$ cat config.mk
export PLATFORM = sky130hd
export DESIGN_NAME = dmac_src_fifo_pack_inf
export DESIGN_NICKNAME = d
export VERILOG_FILES = /design/src/rtl/dmac_src_fifo_pack_inf_pkg.sv /design/src/rtl/dmac_data_mover.sv /design/src/rtl/dmac_src_fifo_pack_inf.sv
export SDC_FILE = /design/constraint.sdc
export NUM_CORES = 1
export LEC_CHECK = 0
export CORE_ASPECT_RATIO = 2
export CORE_MARGIN = 2
export CORE_UTILIZATION = 55
export DETAILED_ROUTE_END_ITERATION = 8
export PLACE_DENSITY = 0.76
export SYNTH_ARGS = -nofsm -noshare
export SYNTH_HDL_FRONTEND = slang
export SYNTH_HIERARCHICAL = 1
export SYNTH_SLANG_ARGS = --single-unit
$ cat constraint.sdc
create_clock -name clk -period 5.8 [get_ports clk]
set_input_delay 1.45 -clock clk [delete_from_list [all_inputs] [get_ports clk]]
set_output_delay 1.45 -clock clk [all_outputs]
set_load 0.1 [all_outputs]
$ cat src/rtl/dmac_src_fifo_pack_inf_pkg.sv
// Shared definitions for the DMAC free-running source interface.
// Holds the default configuration constants and the pointer/level width helper.
package dmac_src_fifo_pack_inf_pkg;

  localparam int unsigned C_ID_WIDTH_DEF     = 3;
  localparam int unsigned C_DATA_WIDTH_DEF   = 64;
  localparam int unsigned C_IN_WIDTH_DEF     = 16;
  localparam int unsigned C_FIFO_DEPTH_DEF   = 4;
  localparam int unsigned C_LENGTH_WIDTH_DEF = 24;

  // Index width for a power-of-two count; never narrower than one bit.
  function automatic int unsigned ptr_width(input int unsigned depth);
    return (depth > 1) ? $clog2(depth) : 1;
  endfunction

endpackage

$ cat src/rtl/dmac_data_mover.sv
// Burst data mover between the word FIFO and the DMA datapath.
// Ports:
//   clk, resetn                 clock, synchronous active-low reset
//   enable / enabled            channel enable in, enabled status out
//   sync_id, request_id         resynchronise response_id to request_id
//   response_id                 ID of the last completed burst
//   eot, req_*                  burst request handshake and last-burst length
//   s_axi_*                     word input (from FIFO head)
//   m_axi_*                     registered word output (to fifo_* side)
module dmac_data_mover #(
  parameter int unsigned ID_W                = 3,
  parameter int unsigned DATA_W              = 64,
  parameter bit          DISABLE_WAIT_FOR_ID = 1'b0
) (
  input  logic              clk,
  input  logic              resetn,
  input  logic              enable,
  output logic              enabled,
  input  logic              sync_id,
  input  logic [ID_W-1:0]   request_id,
  output logic [ID_W-1:0]   response_id,
  input  logic              eot,
  input  logic              req_valid,
  output logic              req_ready,
  input  logic [3:0]        req_last_burst_length,
  input  logic              s_axi_valid,
  output logic              s_axi_ready,
  input  logic [DATA_W-1:0] s_axi_data,
  output logic              m_axi_valid,
  input  logic              m_axi_ready,
  output logic [DATA_W-1:0] m_axi_data
);

  typedef enum logic [0:0] {ST_IDLE, ST_BURST} state_t;

  state_t state, state_nxt;
  logic [3:0] beat_cnt;
  logic [3:0] last_beat;
  logic       beat;
  logic       burst_done;

  // State register
  always_ff @(posedge clk) begin
    if (!resetn) state <= ST_IDLE;
    else         state <= state_nxt;
  end

  // Next state and handshakes; when disabled the input is drained and discarded
  always_comb begin
    state_nxt   = state;
    req_ready   = 1'b0;
    s_axi_ready = ~enable;
    beat        = 1'b0;
    burst_done  = 1'b0;
    case (state)
      ST_IDLE: begin
        req_ready = enable;
        if (req_valid && enable) state_nxt = ST_BURST;
      end
      ST_BURST: begin
        s_axi_ready = ~enable | m_axi_ready;
        beat        = enable & m_axi_ready & s_axi_valid;
        if (!enable) begin
          state_nxt  = ST_IDLE;
          burst_done = 1'b1;
        end else if (beat && (beat_cnt == last_beat)) begin
          state_nxt  = ST_IDLE;
          burst_done = 1'b1;
        end
      end
      default: state_nxt = ST_IDLE;
    endcase
  end

  // Beat counting, output register, response ID and enabled status
  always_ff @(posedge clk) begin
    if (!resetn) begin
      beat_cnt    <= '0;
      last_beat   <= '0;
      m_axi_valid <= 1'b0;
      m_axi_data  <= '0;
      response_id <= '0;
      enabled     <= 1'b0;
    end else begin
      if (req_valid && req_ready) begin
        beat_cnt  <= '0;
        last_beat <= eot ? req_last_burst_length : 4'hF;
      end else if (beat) begin
        beat_cnt <= beat_cnt + 4'd1;
      end

      if (beat) begin
        m_axi_valid <= 1'b1;
        m_axi_data  <= s_axi_data;
      end else if (m_axi_ready) begin
        m_axi_valid <= 1'b0;
      end

      if (sync_id)         response_id <= request_id;
      else if (burst_done) response_id <= response_id + ID_W'(1);

      // Without the ID wait option, stay enabled until the burst and output drain
      if (enable) enabled <= 1'b1;
      else if (DISABLE_WAIT_FOR_ID || ((state == ST_IDLE) && !m_axi_valid)) enabled <= 1'b0;
    end
  end

endmodule

$ cat src/rtl/dmac_src_fifo_pack_inf.sv
// DMAC source interface for free-running (non-back-pressurable) sources.
// Packs C_IN_WIDTH samples little-endian into C_DATA_WIDTH words, buffers them
// in a C_FIFO_DEPTH-entry FIFO and hands them to the data mover.
// Ports:
//   clk, resetn                      clock, synchronous active-low reset
//   enable/enabled, sync_id/_ret     channel control, passed to/from the mover
//   request_id/response_id, eot      request bookkeeping
//   en, din, sync                    sample strobe, sample data, user sync strobe
//   overflow, overflow_count         lost-sample pulse and saturating count
//   fifo_level                       words held in the FIFO
//   fifo_valid/ready/data            downstream word stream
//   req_*                            burst request handshake, user-sync arm
module dmac_src_fifo_pack_inf
  import dmac_src_fifo_pack_inf_pkg::*;
#(
  parameter int unsigned C_ID_WIDTH     = C_ID_WIDTH_DEF,
  parameter int unsigned C_DATA_WIDTH   = C_DATA_WIDTH_DEF,
  parameter int unsigned C_IN_WIDTH     = C_IN_WIDTH_DEF,
  parameter int unsigned C_FIFO_DEPTH   = C_FIFO_DEPTH_DEF,
  parameter int unsigned C_LENGTH_WIDTH = C_LENGTH_WIDTH_DEF
) (
  input  logic                              clk,
  input  logic                              resetn,
  input  logic                              enable,
  output logic                              enabled,
  input  logic                              sync_id,
  output logic                              sync_id_ret,
  input  logic [C_ID_WIDTH-1:0]             request_id,
  output logic [C_ID_WIDTH-1:0]             response_id,
  input  logic                              eot,
  input  logic                              en,
  input  logic [C_IN_WIDTH-1:0]             din,
  input  logic                              sync,
  output logic                              overflow,
  output logic [15:0]                       overflow_count,
  output logic [ptr_width(C_FIFO_DEPTH):0]  fifo_level,
  input  logic                              fifo_ready,
  output logic                              fifo_valid,
  output logic [C_DATA_WIDTH-1:0]           fifo_data,
  input  logic                              req_valid,
  output logic                              req_ready,
  input  logic [3:0]                        req_last_burst_length,
  input  logic                              req_sync_on_user
);

  localparam int unsigned R  = C_DATA_WIDTH / C_IN_WIDTH;
  localparam int unsigned CW = ptr_width(R);
  localparam int unsigned PW = ptr_width(C_FIFO_DEPTH);
  localparam int unsigned LW = PW + 1;

  // Reject configurations the packer and FIFO cannot represent
  if ((R < 1) || ((R & (R - 1)) != 0) || (C_FIFO_DEPTH < 2) ||
      ((C_FIFO_DEPTH & (C_FIFO_DEPTH - 1)) != 0) || (C_LENGTH_WIDTH < 1)) begin : g_bad_cfg
    $error("dmac_src_fifo_pack_inf: unsupported parameter set");
  end

  logic [CW-1:0]           cnt;
  logic                    sync_armed;
  logic [C_DATA_WIDTH-1:0] pack;
  logic [C_DATA_WIDTH-1:0] pack_w;
  logic [C_DATA_WIDTH-1:0] mem [C_FIFO_DEPTH];
  logic [LW-1:0]           wr_ptr;
  logic [LW-1:0]           rd_ptr;
  logic [LW-1:0]           level;
  logic                    s_valid;
  logic                    s_ready;
  logic                    arm;
  logic                    accept;
  logic                    last_lane;
  logic                    full;
  logic                    pop;
  logic                    push;
  logic                    drop_word;
  logic                    drop_dis;

  assign sync_id_ret = sync_id;

  // Arming takes priority over any sample in the same cycle
  assign arm       = req_valid & req_ready & req_sync_on_user;
  assign accept    = en & enable & ~arm & (~sync_armed | sync);
  assign last_lane = (cnt == CW'(R - 1));

  assign level   = wr_ptr - rd_ptr;
  assign full    = (level == LW'(C_FIFO_DEPTH));
  assign s_valid = (level != '0);
  assign pop     = s_ready & s_valid;
  assign push    = accept & last_lane & (~full | pop);

  assign drop_word = accept & last_lane & full & ~pop;
  assign drop_dis  = en & ~enable;

  assign fifo_level = level;

  // Pack register with the current sample merged into its lane
  always_comb begin
    pack_w = pack;
    for (int unsigned l = 0; l < R; l++) begin
      if (cnt == CW'(l)) pack_w[l*C_IN_WIDTH +: C_IN_WIDTH] = din;
    end
  end

  // Lane counter, pack register and user-sync arming
  always_ff @(posedge clk) begin
    if (!resetn) begin
      cnt        <= '0;
      sync_armed <= 1'b0;
      pack       <= '0;
    end else if (!enable) begin
      cnt        <= '0;
      sync_armed <= 1'b0;
    end else if (arm) begin
      cnt        <= '0;
      sync_armed <= 1'b1;
    end else if (accept) begin
      cnt        <= last_lane ? '0 : cnt + CW'(1);
      sync_armed <= 1'b0;
      pack       <= pack_w;
    end
  end

  // FIFO pointers carry an extra wrap bit so full and empty are distinct
  always_ff @(posedge clk) begin
    if (!resetn) begin
      wr_ptr <= '0;
      rd_ptr <= '0;
    end else begin
      if (push) wr_ptr <= wr_ptr + LW'(1);
      if (pop)  rd_ptr <= rd_ptr + LW'(1);
    end
  end

  // FIFO storage
  always_ff @(posedge clk) begin
    if (push) mem[wr_ptr[PW-1:0]] <= pack_w;
  end

  // Overflow pulse and saturating lost-sample count
  always_ff @(posedge clk) begin
    if (!resetn) begin
      overflow       <= 1'b0;
      overflow_count <= '0;
    end else begin
      overflow <= drop_word | drop_dis;
      if ((drop_word || drop_dis) && (overflow_count != 16'hFFFF))
        overflow_count <= overflow_count + 16'd1;
    end
  end

  dmac_data_mover #(
    .ID_W                (C_ID_WIDTH),
    .DATA_W              (C_DATA_WIDTH),
    .DISABLE_WAIT_FOR_ID (1'b0)
  ) u_mover (
    .clk                   (clk),
    .resetn                (resetn),
    .enable                (enable),
    .enabled               (enabled),
    .sync_id               (sync_id),
    .request_id            (request_id),
    .response_id           (response_id),
    .eot                   (eot),
    .req_valid             (req_valid),
    .req_ready             (req_ready),
    .req_last_burst_length (req_last_burst_length),
    .s_axi_valid           (s_valid),
    .s_axi_ready           (s_ready),
    .s_axi_data            (mem[rd_ptr[PW-1:0]]),
    .m_axi_valid           (fifo_valid),
    .m_axi_ready           (fifo_ready),
    .m_axi_data            (fifo_data)
  );

endmodule
* Yosys cells after proc, flatten, opt, wreduce, memory -nomap -nowiden
Memories as Yosys holds them, arrays and structs flattened. A register that Yosys moved wholly into a read port is not among the register bits. Cells that the tools add are included.
Storage, ports and cells: flip-flop bits (word level) 104, memory bits (writable) 256, input port bits 33, output and inout port bits 91, word-level logic and storage cells 95, memories kept 1
Operators by class: add/sub/neg operators 7, eq/ne operators 6, mux-type cells 26, bitwise operators 24, reduce and logical (&&, ||, !) cells 18
Memories:
- mem | words 4, bits a word 64, rd ports 1, clocked after memory_dff 1, wr ports 1, RTL line dmac_src_fifo_pack_inf.sv:61 | logic [C_DATA_WIDTH-1:0] mem [C_FIFO_DEPTH];
Operator list (count):
- 16-bit two-way mux | 4
- 1-bit two-way mux | 17
- 16-bit by 1-bit adder with 16-bit output (second input constant) | 1
- 16-bit != test (second input constant) | 1
- 1-bit AND | 13
- 3-bit by 1-bit adder with 3-bit output (second input constant) | 3
- 2-bit nonzero test | 4
- 1-bit NOT | 7
- 3-bit two-way mux | 2
- 1-bit logical AND | 5
- 4-bit by 1-bit adder with 4-bit output (second input constant) | 1
- 2-bit == test (second input constant) | 2
- 4-bit == test | 1
- 4-bit two-way mux | 1
- 1-bit bitwise OR | 4
- 3-bit == test (second input constant) | 1
- 3-bit AND reduction | 1
- 3-bit nonzero test | 1
- 3-bit OR reduction | 1
- 3-bit subtractor | 1
- 2-bit by 1-bit adder with 2-bit output (second input constant) | 1
- 2-bit by 1-bit == test with 1-bit output (second input constant) | 1
- 1-bit zero test | 2
- 2-bit zero test | 1
- other kinds (5) | 5

* Logic depth before layout (Yosys ltp)
depth in word-level cells 11, depth in mapped cells 11, mapped depth without buffers 9

* Modules after synthesis
Netlist, hierarchy kept.
Modules (own cells, without submodules):
- dmac_src_fifo_pack_inf | times used 1, cells each 791, area each 13664.4 µm², sequential area each 9529.1 µm²
- dmac_data_mover | times used 1, cells each 355, area each 3075.4 µm², sequential area each 1561.5 µm²

* Least setup slack after synthesis
No wires, ideal clock.
path type input port to flip-flop, start input enable, end memory mem[3][0] (netlist bit) (enable), setup time 0.486 ns, arrival 5.365 ns, required time 5.314 ns, path slack -0.051 ns, cell stages on the path 5, buffers on the path 0, path through nor2b_1 -> and3_1 -> nor3_1 -> nand3b_1 -> nor2_1
On the way: cells in the longest elaborated chain, start to end 10, elaborated cells on any way between the ends 16, those cells by class 4 x mux; 12 x bitwise
RTL lines:
- start: declaration | RTL line dmac_src_fifo_pack_inf.sv:24 | input logic enable,
- 1-bit two-way mux | RTL line dmac_data_mover.sv:55 | case (state)
- 1-bit AND (2 in a row) | RTL line dmac_src_fifo_pack_inf.sv:79 | assign arm = req_valid & req_ready & req_sync_on_user;
- 1-bit NOT (no source line)
- 1-bit AND (2 in a row) | RTL line dmac_src_fifo_pack_inf.sv:80 | assign accept = en & enable & ~arm & (~sync_armed | sync);
- 1-bit AND | RTL line dmac_src_fifo_pack_inf.sv:87 | assign push = accept & last_lane & (~full | pop);
- 1-bit AND * | RTL line dmac_src_fifo_pack_inf.sv:87
- 1-bit two-way mux * | RTL line dmac_src_fifo_pack_inf.sv:134 | if (push) mem[wr_ptr[PW-1:0]] <= pack_w;
- 1-bit two-way mux (not written as such) * | RTL line dmac_src_fifo_pack_inf.sv:134
- end: declaration | RTL line dmac_src_fifo_pack_inf.sv:61
Mark *: on every way between the ends. The rest lies on a longest branch, timed or not.

* Final worst setup path
start register wr_ptr[0], end output fifo_level[2]
On the way: cells in the longest elaborated chain, start to end 1
RTL lines:
- start: declaration | RTL line dmac_src_fifo_pack_inf.sv:62 | logic [LW-1:0] wr_ptr;
- start signal: assignment | RTL line dmac_src_fifo_pack_inf.sv:127 | if (push) wr_ptr <= wr_ptr + LW'(1);
- 3-bit subtractor | RTL line dmac_src_fifo_pack_inf.sv:83 | assign level = wr_ptr - rd_ptr;
- end: declaration | RTL line dmac_src_fifo_pack_inf.sv:36 | output logic [ptr_width(C_FIFO_DEPTH):0] fifo_level,
Every way passes these cells.

==> metrics.txt <==
# TYPE chip_impl_metric gauge
chip_impl_info{name="synth.largest_area_cell",value="sky130_fd_sc_hd__edfxtp_1"} 1
chip_impl_info{name="post_synth_most_frequent_cells",value="sky130_fd_sc_hd__edfxtp_1, sky130_fd_sc_hd__dfxtp_1, sky130_fd_sc_hd__nand2_1"} 1
chip_impl_metric{name="switching_share",unit=""} 0.262
chip_impl_info{name="r2r_end",value="u_mover/m_axi_data[2]"} 1
chip_impl_info{name="whs_endpoint",value="u_mover/m_axi_data[14]"} 1
chip_impl_metric{name="min_path_cells",unit=""} 2
chip_impl_metric{name="synth.yosys.seq_area_share",unit=""} 0.663
chip_impl_info{name="clock_tree.root_cell",value="sky130_fd_sc_hd__clkbuf_16"} 1
chip_impl_metric{name="ys_warn_count",unit=""} 6
chip_impl_metric{name="globalRouteTotalUtil",unit=""} 0.225
chip_impl_info{name="yosysMostFrequentCell",value="sky130_fd_sc_hd__edfxtp_1"} 1
chip_impl_info{name="timing.hold.worst.start",value="u_mover/m_axi_data[14]"} 1
chip_impl_metric{name="ff2ff_path_depth",unit=""} 10
chip_impl_metric{name="fmaxAchievable",unit="MHz"} 218
chip_impl_metric{name="post-dp-hpwl",unit="um"} 21800
chip_impl_metric{name="clock_insertion_delay_worst_skew",unit="ps"} 550
chip_impl_metric{name="setup.reg_to_reg.worst_slack",unit="ps"} 2290
chip_impl_info{name="critical-path-top-delay-family",value="buffers and inverters"} 1
chip_impl_metric{name="cts-htree-levels",unit=""} 2
chip_impl_info{name="path_common_cell",value="sky130_fd_sc_hd__inv_1"} 1
chip_impl_metric{name="final-hold-violation-count",unit=""} 0
chip_impl_metric{name="power.internal",unit="mW"} 5.17
chip_impl_metric{name="fillerInstances",unit=""} 2143
chip_impl_info{name="worst_r2r_startpoint",value="wr_ptr[0]"} 1
chip_impl_metric{name="die_w",unit="um"} 127
chip_impl_info{name="outcome",value="finished, final reports clean"} 1
chip_impl_metric{name="clock_buffers_created_by_tritoncts",unit=""} 37
chip_impl_metric{name="io_pins",unit=""} 124
chip_impl_metric{name="power.share.clock",unit=""} 0.360
chip_impl_info{name="clock_tree_from_tritoncts",value="done"} 1
chip_impl_metric{name="p_switching",unit="mW"} 1.84
chip_impl_metric{name="slowest_delay",unit="ps"} 1140
chip_impl_metric{name="min_period",unit="ps"} 4600
chip_impl_metric{name="synth.lib_cells_used.distinct",unit=""} 48
chip_impl_metric{name="grt_pass1_wl",unit="um"} 54600
chip_impl_metric{name="final_min_period_over_clock_period",unit=""} 0.792
chip_impl_metric{name="drt-vias-per-instance",unit=""} 5.81
chip_impl_metric{name="postSynth.asyncResetShare",unit=""} 0
chip_impl_metric{name="syn_area_per_cell",unit="um^2"} 14.6
chip_impl_metric{name="power_density",unit="mW/mm^2"} 359
chip_impl_metric{name="syn2layout_area_growth",unit="%"} 16.7
chip_impl_metric{name="drt-wirelength-per-cell",unit="um"} 21.5
chip_impl_metric{name="first_global_vias",unit=""} 9929
chip_impl_metric{name="routed_wl",unit="um"} 35600
chip_impl_metric{name="vdd_drop_max",unit="mV"} 0.269
chip_impl_metric{name="yosys_register_bits",unit=""} 426
chip_impl_metric{name="post-layout-total-power",unit="mW"} 7.01
chip_impl_metric{name="fin_worst_skew",unit="ps"} 20.7
chip_impl_info{name="critical_path.slowest_cell",value="sky130_fd_sc_hd__clkdlybuf4s50_1"} 1
chip_impl_metric{name="drv.max_cap_violation_count",unit=""} 0
chip_impl_metric{name="seqCellArea",unit="mm^2"} 0.0111
chip_impl_metric{name="seq_power_share",unit=""} 0.476
chip_impl_metric{name="initial_core_util",unit=""} 0.557
chip_impl_metric{name="placement_rows",unit=""} 90
chip_impl_metric{name="post_synth_edffs",unit=""} 256
chip_impl_metric{name="cts_sinks",unit=""} 426
chip_impl_metric{name="syn_area",unit="mm^2"} 0.0167
chip_impl_info{name="timing.setup.critical_path_class",value="register to output port"} 1
chip_impl_info{name="hp-class",value="register to register"} 1
chip_impl_metric{name="full_die_area",unit="mm^2"} 0.0319
chip_impl_metric{name="fin_tns_setup",unit="ps"} 0
chip_impl_metric{name="detail_route.drc_violations",unit=""} 0
chip_impl_metric{name="design.final.nets",unit=""} 1304
chip_impl_metric{name="worst-endpoint-required",unit="ps"} 4350
chip_impl_info{name="synth_ff_type",value="sky130_fd_sc_hd__edfxtp_1"} 1
chip_impl_metric{name="worst_slew_margin_rel",unit=""} 0.295
chip_impl_metric{name="post_cts.repair.setup_buffers",unit=""} 0
chip_impl_metric{name="via_count",unit=""} 9608
chip_impl_metric{name="core-area",unit="mm^2"} 0.0301
chip_impl_metric{name="worst-endpoint-arrival",unit="ps"} 3150
chip_impl_metric{name="post_synth_inst_count",unit=""} 1146
chip_impl_metric{name="layout.core_utilization",unit=""} 0.650
chip_impl_metric{name="gpl.final_weighted_congestion",unit=""} 0.780
chip_impl_metric{name="postCtsResizedCells",unit=""} 0
chip_impl_metric{name="firstDrtPassIters",unit=""} 4
chip_impl_metric{name="synth.net_count",unit=""} 1193
chip_impl_info{name="critPathLaunchType",value="register"} 1
chip_impl_metric{name="yosysTopAreaCellShare",unit=""} 0.459
chip_impl_metric{name="placement.io_buffers",unit=""} 123
chip_impl_metric{name="combinationalPowerShare",unit=""} 0.164
chip_impl_info{name="crit_chain",value="inv_1, ha_1, fa_1, xnor3_1, inv_1, clkdlybuf4s50_1"} 1
chip_impl_metric{name="cp_num_buf_inv",unit=""} 3
chip_impl_info{name="synthTopCellsByArea",value="sky130_fd_sc_hd__edfxtp_1, sky130_fd_sc_hd__dfxtp_1, sky130_fd_sc_hd__mux4_2"} 1
chip_impl_metric{name="grt_start_max_net_pins",unit=""} 83
chip_impl_metric{name="critical_path_peak_fanout",unit=""} 4
chip_impl_metric{name="timing_max_transition_violations_final",unit=""} 0
chip_impl_metric{name="die_h",unit="um"} 251
chip_impl_metric{name="antenna_found_initial",unit=""} 0
chip_impl_metric{name="antenna_left",unit=""} 0
chip_impl_metric{name="cts_hold_buffers",unit=""} 0
chip_impl_metric{name="total_leakage_power",unit="nW"} 6.57
chip_impl_metric{name="worst_pin_slew",unit="ps"} 1060
chip_impl_metric{name="multi_input_comb_area",unit="mm^2"} 0.00531
chip_impl_metric{name="finalSetupViolCount",unit=""} 0
chip_impl_metric{name="ctsLongestPathBuffers",unit=""} 3
chip_impl_metric{name="post_route_cells_drive_above_1_share",unit=""} 0.170
chip_impl_info{name="crit_path_end_kind",value="output port"} 1
chip_impl_info{name="setup_repair_after_global_routing_missed_its_margin",value="false"} 1
chip_impl_metric{name="global_route.overflow_total",unit=""} 0
chip_impl_metric{name="drt_iter0_markers",unit=""} 574
chip_impl_metric{name="crit_cells",unit=""} 6
chip_impl_metric{name="clk_transition_reported_paths",unit="ps"} 70
==> worst reg2reg max path, stage by stage (launching register included) <==
cell and delay, ps:
sky130_fd_sc_hd__dfxtp_1 410, sky130_fd_sc_hd__inv_1 110, sky130_fd_sc_hd__ha_1 220, sky130_fd_sc_hd__fa_1 380, sky130_fd_sc_hd__xnor3_1 320, sky130_fd_sc_hd__nand3_1 280
sky130_fd_sc_hd__and3_1 330, sky130_fd_sc_hd__nand2_2 570, sky130_fd_sc_hd__buf_4 470, sky130_fd_sc_hd__nand2_1 100, sky130_fd_sc_hd__a21boi_0 220
==> state kept, by name, indices dropped and copies added (netlist names), named ones only <==
name / flops
u_mover/m_axi_valid: 1
rd_ptr: 3
wr_ptr: 3
u_mover/enabled: 1
u_mover/state: 1
cnt: 2
u_mover/last_beat: 4
mem: 256
pack: 64
sync_armed: 1
overflow_count: 16
u_mover/m_axi_data: 64
u_mover/response_id: 3
u_mover/beat_cnt: 4
overflow: 1
==> layout by cell type (no fill, tap or decap), types with 4 or more instances in the layout <==
cell / instances
sky130_fd_sc_hd__edfxtp_1: 256
sky130_fd_sc_hd__dfxtp_1: 168
sky130_fd_sc_hd__nand2_1: 153
sky130_fd_sc_hd__clkdlybuf4s50_1: 120
sky130_fd_sc_hd__nor2_1: 81
sky130_fd_sc_hd__mux2i_1: 69
sky130_fd_sc_hd__mux2_2: 64
sky130_fd_sc_hd__mux4_2: 64
sky130_fd_sc_hd__a21boi_0: 54
sky130_fd_sc_hd__clkbuf_16: 37
sky130_fd_sc_hd__a21oi_1: 19
sky130_fd_sc_hd__buf_4: 15
sky130_fd_sc_hd__o21ai_0: 13
sky130_fd_sc_hd__ha_1: 13
sky130_fd_sc_hd__inv_1: 11
sky130_fd_sc_hd__clkinv_2: 10
sky130_fd_sc_hd__nand4_1: 10
sky130_fd_sc_hd__or3_1: 10
sky130_fd_sc_hd__a21boi_1: 10
sky130_fd_sc_hd__nand3_1: 7
sky130_fd_sc_hd__clkbuf_1: 7
sky130_fd_sc_hd__nor2b_1: 6
sky130_fd_sc_hd__xnor2_1: 6
sky130_fd_sc_hd__or4_1: 6
sky130_fd_sc_hd__nand3b_1: 5
sky130_fd_sc_hd__bufinv_16: 5
sky130_fd_sc_hd__o211a_1: 5
sky130_fd_sc_hd__xor2_1: 4
sky130_fd_sc_hd__o31ai_1: 4
sky130_fd_sc_hd__clkinv_1: 4
sky130_fd_sc_hd__o21a_1: 4
==> worst max-delay path by stage <==
| stage | from | end |
|---|---|---|
| global placement | enable | mem[0][54] |
| CTS | wr_ptr[0] | fifo_level[2] |
| floorplan | enable | mem[0][0] |
| global route | wr_ptr[0] | fifo_level[2] |
| detailed placement | enable | pack[11] |
| finish | wr_ptr[0] | fifo_level[2] |
==> cells by family after synthesis <==
group / Yosys count / share of synthesized area
compound gates: 118 / 0.0491
simple gates: 301 / 0.0791
fa+ha+maj: 14 / 0.0109
flops: 426 / 0.663
xor+xnor: 11 / 0.00658
mux: 197 / 0.170
buf+inv: 79 / 0.0214
==> power by group through the flow <==
stage | logic (mW) | registers (mW) | clock network [mW]
floorplan | 0.837 | 3.43 | 0
global placement | 1.16 | 3.41 | 0
detailed placement | 1.17 | 3.41 | 0
CTS | 1.17 | 3.35 | 2.57
global route | 1.21 | 3.36 | 2.66
finish | 1.15 | 3.34 | 2.53
==> area by class of cell <==
cell class	instances	area share
clock buffers	45	0.0495
repair buffers	139	0.0706
multi-input cells	641	0.272
well taps	368	0.0236
inverters	12	0.00237
diodes	1	0.000128
clock inverters	23	0.0138
flip-flops and latches	426	0.568
==> metal layers <==
layer	wire (um)	part of all wire	global-route usage	vias up
li1	-	-	-	4442
met1	13500	0.38	0.262	4831
met2	19300	0.54	0.415	270
met3	1610	0.045	0.0280	65
met4	1210	0.034	0.0911	0
met5	0	0	0	-
==> stage by stage <==
step | cells | area [um^2] | hold WS [ps] | worst slack [ps]
after global routing | 1654 | 19500 | 473 | 1100
final | 1655 | 19500 | 451 | 1200
after CTS | 1654 | 19500 | 456 | 1170
after floorplan | 1146 | 16700 | 448 | 832
after global placement | 1586 | 18300 | 447 | 1360
after detailed placement | 1586 | 18300 | 447 | 1290
(Power assumes the default switching activity.)
